<file path="src/rtl/seq_adder_pkg.sv">
// Shared definitions for the sequential chunked adder: state encoding and
// the counter-width helper.
package seq_adder_pkg;

  localparam logic [1:0] ST_IDLE = 2'd0;
  localparam logic [1:0] ST_RUN  = 2'd1;
  localparam logic [1:0] ST_DONE = 2'd2;

  // Ceiling log2; returns 0 for n <= 1, so callers clamp to a minimum width.
  function automatic int clog2(input int n);
    int r;
    r = 0;
    for (int i = 0; i < 31; i++) begin
      if ((1 << i) < n) r = i + 1;
    end
    return r;
  endfunction

endpackage

</file>
<file path="src/rtl/chunk_adder.sv">
// Combinational CHUNK-bit ripple slice built from full-adder cells; also
// exposes the carry into the top bit for signed-overflow detection.
module chunk_adder #(
  parameter int CHUNK = 4
) (
  input  logic [CHUNK-1:0] a,
  input  logic [CHUNK-1:0] b,
  input  logic             cin,
  output logic [CHUNK-1:0] s,
  output logic             cout,
  output logic             c_msb
);

  // NOTE: every output gets a default before the loop so no latch is inferred.
  always_comb begin
    logic cy;
    s     = '0;
    cy    = cin;
    c_msb = cin;
    for (int i = 0; i < CHUNK; i++) begin
      if (i == CHUNK - 1) c_msb = cy;
      s[i] = a[i] ^ b[i] ^ cy;
      cy   = (a[i] & b[i]) | (cy & (a[i] ^ b[i]));
    end
    cout = cy;
  end

endmodule

</file>
<file path="src/rtl/seq_chunk_adder.sv">
// Multi-cycle add/subtract: WIDTH-bit operands are summed LSB-first, one
// CHUNK-bit slice per clock, with the carry registered between slices.
module seq_chunk_adder
  import seq_adder_pkg::*;
#(
  parameter int WIDTH = 16,
  parameter int CHUNK = 4
) (
  input  logic             clk,
  input  logic             rst,
  input  logic             start,
  input  logic             sub,
  input  logic [WIDTH-1:0] a,
  input  logic [WIDTH-1:0] b,
  output logic             busy,
  output logic             done,
  output logic [WIDTH:0]   s,
  output logic             ovf
);

  localparam int NSL = WIDTH / CHUNK;
  localparam int CW  = (clog2(NSL) < 1) ? 1 : clog2(NSL);
  localparam logic [CW-1:0] LAST_IDX = CW'(NSL - 1);

  logic [1:0]       state_q, state_d;
  logic [CW-1:0]    idx_q, idx_d;
  logic             carry_q, carry_d;
  logic [WIDTH-1:0] a_q, a_d;
  logic [WIDTH-1:0] b_q, b_d;
  logic [WIDTH-1:0] acc_q, acc_d;
  logic [WIDTH:0]   s_q, s_d;
  logic             ovf_q, ovf_d;

  logic [CHUNK-1:0] sl_a, sl_b, sl_s;
  logic             sl_cout, sl_cmsb;
  logic             accept, last;

  // A new operation is taken in IDLE or DONE; start during RUN is dropped.
  assign accept = start && (state_q != ST_RUN);
  assign last   = (idx_q == LAST_IDX);

  assign sl_a = CHUNK'(a_q >> (CHUNK * int'(idx_q)));
  assign sl_b = CHUNK'(b_q >> (CHUNK * int'(idx_q)));

  chunk_adder #(.CHUNK(CHUNK)) u_slice (
    .a     (sl_a),
    .b     (sl_b),
    .cin   (carry_q),
    .s     (sl_s),
    .cout  (sl_cout),
    .c_msb (sl_cmsb)
  );

  // NOTE: sequential state uses non-blocking assignments so all flops update
  // together from values sampled before the edge.
  always_ff @(posedge clk) begin
    if (rst) begin
      state_q <= ST_IDLE;
      idx_q   <= '0;
      carry_q <= 1'b0;
      a_q     <= '0;
      b_q     <= '0;
      acc_q   <= '0;
      s_q     <= '0;
      ovf_q   <= 1'b0;
    end else begin
      state_q <= state_d;
      idx_q   <= idx_d;
      carry_q <= carry_d;
      a_q     <= a_d;
      b_q     <= b_d;
      acc_q   <= acc_d;
      s_q     <= s_d;
      ovf_q   <= ovf_d;
    end
  end

  always_comb begin
    state_d = state_q;
    case (state_q)
      ST_IDLE, ST_DONE: state_d = start ? ST_RUN : ST_IDLE;
      ST_RUN:           if (last) state_d = ST_DONE;
      default:          state_d = ST_IDLE;
    endcase
  end

  always_comb begin
    idx_d   = idx_q;
    carry_d = carry_q;
    a_d     = a_q;
    b_d     = b_q;
    acc_d   = acc_q;
    s_d     = s_q;
    ovf_d   = ovf_q;
    if (accept) begin
      // Subtraction is a + ~b + 1: invert b once here and seed the carry.
      a_d     = a;
      b_d     = b ^ {WIDTH{sub}};
      carry_d = sub;
      idx_d   = '0;
      acc_d   = '0;
    end else if (state_q == ST_RUN) begin
      acc_d[CHUNK * int'(idx_q) +: CHUNK] = sl_s;
      carry_d = sl_cout;
      idx_d   = last ? '0 : idx_q + 1'b1;
      if (last) begin
        s_d   = {sl_cout, acc_d};
        ovf_d = sl_cmsb ^ sl_cout;
      end
    end
  end

  always_comb begin
    busy = (state_q == ST_RUN);
    done = (state_q == ST_DONE);
    s    = s_q;
    ovf  = ovf_q;
  end

endmodule

</file>
<file path="config.mk">
export PLATFORM = sky130hd
export DESIGN_NAME = seq_chunk_adder
export DESIGN_NICKNAME = d
export VERILOG_FILES = /design/src/rtl/seq_adder_pkg.sv /design/src/rtl/chunk_adder.sv /design/src/rtl/seq_chunk_adder.sv
export SDC_FILE = /design/constraint.sdc
export NUM_CORES = 1
export LEC_CHECK = 0
export ABC_CLOCK_PERIOD_IN_PS = 3010
export BUFFER_PORTS_ARGS = -buffer_cell sky130_fd_sc_hd__buf_2
export CAP_MARGIN = 20
export CORE_ASPECT_RATIO = 2
export CORE_MARGIN = 5
export CORE_UTILIZATION = 45
export CTS_BUF_LIST = sky130_fd_sc_hd__clkbuf_2 sky130_fd_sc_hd__clkbuf_4 sky130_fd_sc_hd__clkbuf_8
export DETAILED_ROUTE_END_ITERATION = 12
export GPL_TIMING_DRIVEN = 0
export PLACE_DENSITY = 0.69
export SETUP_SLACK_MARGIN = 0.02
export SLEW_MARGIN = 30
export SYNTH_ARGS = -nofsm -noshare
export SYNTH_HDL_FRONTEND = slang
export SYNTH_SLANG_ARGS = --single-unit
</file>
<file path="constraint.sdc">
create_clock -name clk -period 3.01 [get_ports clk]
set_input_delay 0.4515 -clock clk [delete_from_list [all_inputs] [get_ports clk]]
set_output_delay 0.4515 -clock clk [all_outputs]
set_load 0.03 [all_outputs]
</file>
# After elaboration in Yosys (flattened, before gate mapping)
# Index checks and enable logic that the tools add are counted.
[op_classes]
add_sub_neg = 2
eq_ne = 5
shifts = 4
mux = 7
bitwise = 23
reduce_logical = 6
[op_table]
columns = ["cell", "count"]
rows = [
  ["$neg 4->33", 1],
  ["$shift 4x33->16 const A", 1],
  ["$shiftx 4x33->16", 1],
  ["$shr 16x4->4", 2],
  ["$bwmux 16", 1],
  ["$xor 16x16->16", 1],
  ["$xor 1x1->1", 9],
  ["$and 1x1->1", 8],
  ["$eq 2x2->1 const B", 2],
  ["$mux 2", 2],
  ["$ne 2x1->1 const B", 2],
  ["$or 1x1->1", 4],
  ["$pmux 2 s2", 1],
  ["$reduce_or 2->1", 2],
  ["$mux 1", 3],
  ["$reduce_and 3->1", 1],
  ["$add 2x1->2 const B", 1],
  ["$eq 2x1->1 const B", 1],
  ["$logic_not 2->1", 1],
  ["$reduce_bool 2->1", 1],
  ["$logic_and 1x1->1", 1],
  ["$not 1->1", 1],
]
[totals]
ff_bits = 71
inputBits = 36
out_inout_bits = 20
word_cells = 55

# Depth between registers and ports, before layout
[logic_depth]
ltp_word = 12
depth_mapped = 13
depth_no_buf = 12

# Hierarchy
# Synthesis repeated with hierarchy kept, for this count alone.
[hier_totals]
cells_unflattened = 354
area_unflattened_um2 = 3389.5
[by_module_without_submodules]
columns = ["mod", "n_inst", "cells_per_inst", "area_each_um2", "seq_area_each_um2"]
rows = [
  ["seq_chunk_adder", 1, 342, 3279.4, 1421.4],
  ["chunk_adder", 1, 12, 110.1, 0.0],
]

# Worst setup path after synthesis
# Ideal clock, no wire load.
[synth_path]
path_kind = "reg-to-reg"
start = "register idx_q[0]"
end = "register s_q[11] (netlist: s[11])"
setup_time_ps = 78
arrival_ps = 3150
slack_ps = -218
path_stages_with_launch = 14
path_cell_list = "dfxtp_1 buf_4 mux4_2 inv_1 fa_1 inv_1 fa_1 inv_1 fa_1 inv_1 fa_1 nor2b_1 a221oi_1 nor3_1"
[synth_via]
elab_chain_len = 11
word_cells_on_any_way = 25
cone_classes = "add/sub (1); eq/ne (1); shift (4); mux (1); bitwise (17); reduce/logical (1)"
[synth_rtl]
columns = ["item", "line", "text"]
rows = [
  ["from (decl)", "seq_chunk_adder.sv:26", "logic [CW-1:0] idx_q, idx_d;"],
  ["from (signal assigned)", "seq_chunk_adder.sv:68", "idx_q <= idx_d;"],
  ["$shr 16x4->4 (on tied branches)", "seq_chunk_adder.sv:42, seq_chunk_adder.sv:43", ""],
  ["$xor 1x1->1", "chunk_adder.sv:22, chunk_adder.sv:23", ""],
  ["$and 1x1->1", "chunk_adder.sv:23", "cy = (a[i] & b[i]) | (cy & (a[i] ^ b[i]));"],
  ["$or 1x1->1", "chunk_adder.sv:23", ""],
  ["$and 1x1->1", "chunk_adder.sv:23", ""],
  ["$or 1x1->1", "chunk_adder.sv:23", ""],
  ["$and 1x1->1", "chunk_adder.sv:23", ""],
  ["$or 1x1->1", "chunk_adder.sv:23", ""],
  ["$xor 1x1->1", "chunk_adder.sv:22", "s[i] = a[i] ^ b[i] ^ cy;"],
  ["$shiftx 4x33->16", "seq_chunk_adder.sv:103", "acc_d[CHUNK * int'(idx_q) +: CHUNK] = sl_s;"],
  ["$bwmux 16", "seq_chunk_adder.sv:103", ""],
  ["to (signal assigned)", "seq_chunk_adder.sv:64", "s_q <= '0;"],
  ["to (signal assigned)", "seq_chunk_adder.sv:73", "s_q <= s_d;"],
  ["to (decl)", "seq_chunk_adder.sv:31", "logic [WIDTH:0] s_q, s_d;"],
]
# Several ways; a longest one is shown, not always the timed one.
# A chain may end at the register's enable or synchronous reset.

# Final worst setup path
[layout_path]
start = "register idx_q[0]"
end = "register s_q[3] (netlist: s[3])"
# Same word-level chain as after synthesis.

==> summary.md <==
| Metric | Value |
|---|---|
| Synthesized area per cell | `9.662 µm²` |
| Num ports | `56` |
| H-tree Lvls | `3` |
| Routed WL per cell | `15.58 µm` |
| All-layer global routing usage | `18.08%` |
| Worst hold path type | `primary input to flop` |
| Worst-path maximum fanout | `5` |
| Power density of the placed cells | `494.7 nW/µm²` |
| Core Area | `7488 µm²` |
| Area Growth Syn to Fin | `19.92%` |
| Most common library cell in the layout ignoring fill and taps | `dfxtp_1` |
| Remaining DRCs | `0` |
| Initial antenna violation count | `0` |
| Netlist Area Pre-Place | `3411 µm²` |
| Synthesized flop and latch total | `71` |
| Register area share after synthesis | `41.67%` |
| Vias in the first global route | `2,746` |
| Die Area | `9526 µm²` |
| CTS tree | `built` |
| Max clock buf depth | `2` |
| Post-Syn Nets | `399` |
| Critical Path RT | `3.23 ns` |
| Worst Setup Start Kind | `flop` |
| Slew HR | `51.71%` |
| Fin nets | `471` |
| Final Setup Violations | `1` |
| Leakage power | `1.662 nW` |
| Routability Congestion | `0.8792` |
| Routed WL | `8135 µm` |
| Final setup margin | `-0.02189 ns` |
| Total CTS buffers | `9` |
| Netlist cell types | `36` |
| Final setup skew | `0.009214 ns` |
| Final Power | `2.024 mW` |
| Slowest stage delay, CP | `0.53 ns` |
| Via density | `5.427` |
| Max Freq | `329.8 MHz` |
| Family with the most delay on the worst path | `adder cells` |
| CP Data Arrival Time | `3.26 ns` |
| CP endpoint kind | `flop` |
| Initial drt markers | `201` |
| Post-synthesis cell count | `353` |
| First-pass GRT wire length | `13,460 µm` |
| Unrepaired setup endpoints after global routing | `true` |
| DR vias | `2,833` |
| CP cell instances | `mux4_2 > inv_2 > fa_2 > inv_2 > fa_2 > inv_2 > fa_2 > inv_2 > fa_1 > buf_4 > buf_6 > a221oi_2 > nor3_1` |
| Status | `complete, but fails checks` |
| ANT cells | `0` |
| Failing checks | `negative setup slack` |
| FP Rows | `45` |
| Max Cap Viol | `0` |
| Synth Warn # | `0` |
| Clock transition at path regs | `0.07 ns` |
| Die Y | `133.1 µm` |
| Ys flop type | `dfxtp_1` |
| TritonRoute pass-1 iters | `4` |
| Most frequent cells in the layout | `69 x dfxtp_1, 63 x buf_2, 37 x nor2_1` |
| Synth async-reset ratio | `0%` |
| Initial Util | `45.55%` |
| Number of flops mapped to enable cells by yosys | `0` |
| Minimum clock period | `3.032 ns` |
| ANT nets after route | `0` |
| Critical path type | `flop to flop` |
| Share of cells above drive strength 1 | `32.94%` |
| Total gr overflow | `0` |
| Fin. max-slew vios | `0` |
| Hpwl dp | `5755 µm` |
| Least-Margin Pin Slew | `0.7243 ns` |
| Worst hold margin | `0.3374 ns` |
| CTS sink count | `71` |
| Clock latency on the worst-skew pair | `0.36 ns` |
| PortBufs | `52` |
| Die Wd | `71.56 µm` |
| Pin count of the biggest net entering global routing | `11` |
| Hold Fails Final Rpt | `0` |
| Peak VDD IR | `0.3883 mV` |
| Clock Tree Root | `clkbuf_8` |
| Post-CTS Hold Buffers | `0` |
| Register-to-Register Setup Slack | `-0.02 ns` |
| Most used cell, CP | `inv_2` |
| CP max stage cell | `mux4_2` |
| Post-layout util | `54.62%` |
| CP Buf/Inv Count | `6` |
| Tcrit/Tclk final | `100.7%` |
## through the flow
| stage | setup slack [ns] | area, µm² | setup TNS (ns) | cells |
|---|---|---|---|---|
| 4_1_cts | -0.04857 | 4064 | -0.1502 | 519 |
| 5_1_grt | -0.1427 | 4090 | -0.7345 | 522 |
| 3_3_place_gp | -0.2679 | 3807 | -1.603 | 499 |
| 6_report | -0.02189 | 4090 | -0.02189 | 522 |
| 2_1_floorplan | 0.008431 | 3430 | 0 | 353 |
| 3_5_place_dp | -0.3103 | 3807 | -1.949 | 499 |
## cell usage after synthesis (8+ instances only)
cell type / instances / area share [%]
buf_2: 12 / 1.8
xnor2_1: 17 / 4.4
a21oi_1: 36 / 5.3
nor2_1: 37 / 4.1
a211oi_2: 11 / 4.0
o21ai_0: 16 / 2.3
nor3_1: 15 / 2.2
mux4_2: 8 / 5.3
nand3_1: 16 / 2.3
dfxtp_1: 71 / 42
a32oi_1: 16 / 4.1
inv_1: 17 / 1.9
a221oi_1: 16 / 4.1
## timing repair
| item | CTS | global route |
|---|---|---|
| gates resized for setup | 14 | 4 |
| endpoints found under the setup margin | 13 | 15 |
| setup buffers | 6 | 4 |
| pin swaps | 11 | 10 |
## path summary, 6_finish.rpt
kind         cells past startpoint  endpoint  startpoint
max                             13      s[3]    idx_q[0]
min                              3    a_q[9]        a[9]
max reg2reg                     13      s[3]    idx_q[0]
min reg2reg                      2     s[16]       s[16]
## sequential cells by signal (all words and copies together) (netlist names)
signal and flops:
a_q 16, ovf 1, carry_q 1, idx_q 2
acc_q 16, state_q 2, b_q 16, s 17
## metal layers
metal	track usage, %	share of wire, %	vias up
met2	27.77	47	75
met1	23.74	45	1322
met3	3.625	5.1	15
li1	-	-	1421
met5	0	0	-
met4	9.310	2.7	0
## worst register-to-register path, cell delays in order (launching register included)
cell      delay (ns)
dfxtp_4         0.40
mux4_2          0.53
inv_2           0.08
fa_2            0.20
inv_2           0.04
fa_2            0.33
inv_2           0.06
fa_2            0.20
inv_2           0.04
fa_1            0.48
buf_4           0.16
buf_6           0.11
a221oi_2        0.22
nor3_1          0.06
## logic make-up (layout without fill, tap and decap cells)
| group | after synthesis | count (layout) | share of synthesized area (%) |
|---|---|---|---|
| adders and majority gates | 10 | 10 | 4.549 |
| buffers and inverters | 51 | 126 | 8.217 |
| AOI/OAI and AO/OA | 103 | 103 | 21.68 |
| xor gates and xnor gates | 17 | 17 | 4.365 |
| DFF | 71 | 71 | 41.67 |
| and+or+nand+nor | 92 | 92 | 13.94 |
| muxes | 9 | 9 | 5.576 |
## layout make-up
cell class	count	area, µm²
inverters	18	67.56
clock inverters	1	5.005
fillers	717	3398
well taps	94	117.6
multi-input cells	231	1757
repair buffers	62	339.1
clock buffers	13	166.4
flip-flops and latches	71	1426
plain buffers	32	211.5
## power breakdown
part	switching [mW]	internal, mW
Combinational	0.187	0.155
Clock	0.332	0.352
Sequential	0.0198	0.978
Power figures use the tool's default switching activity.
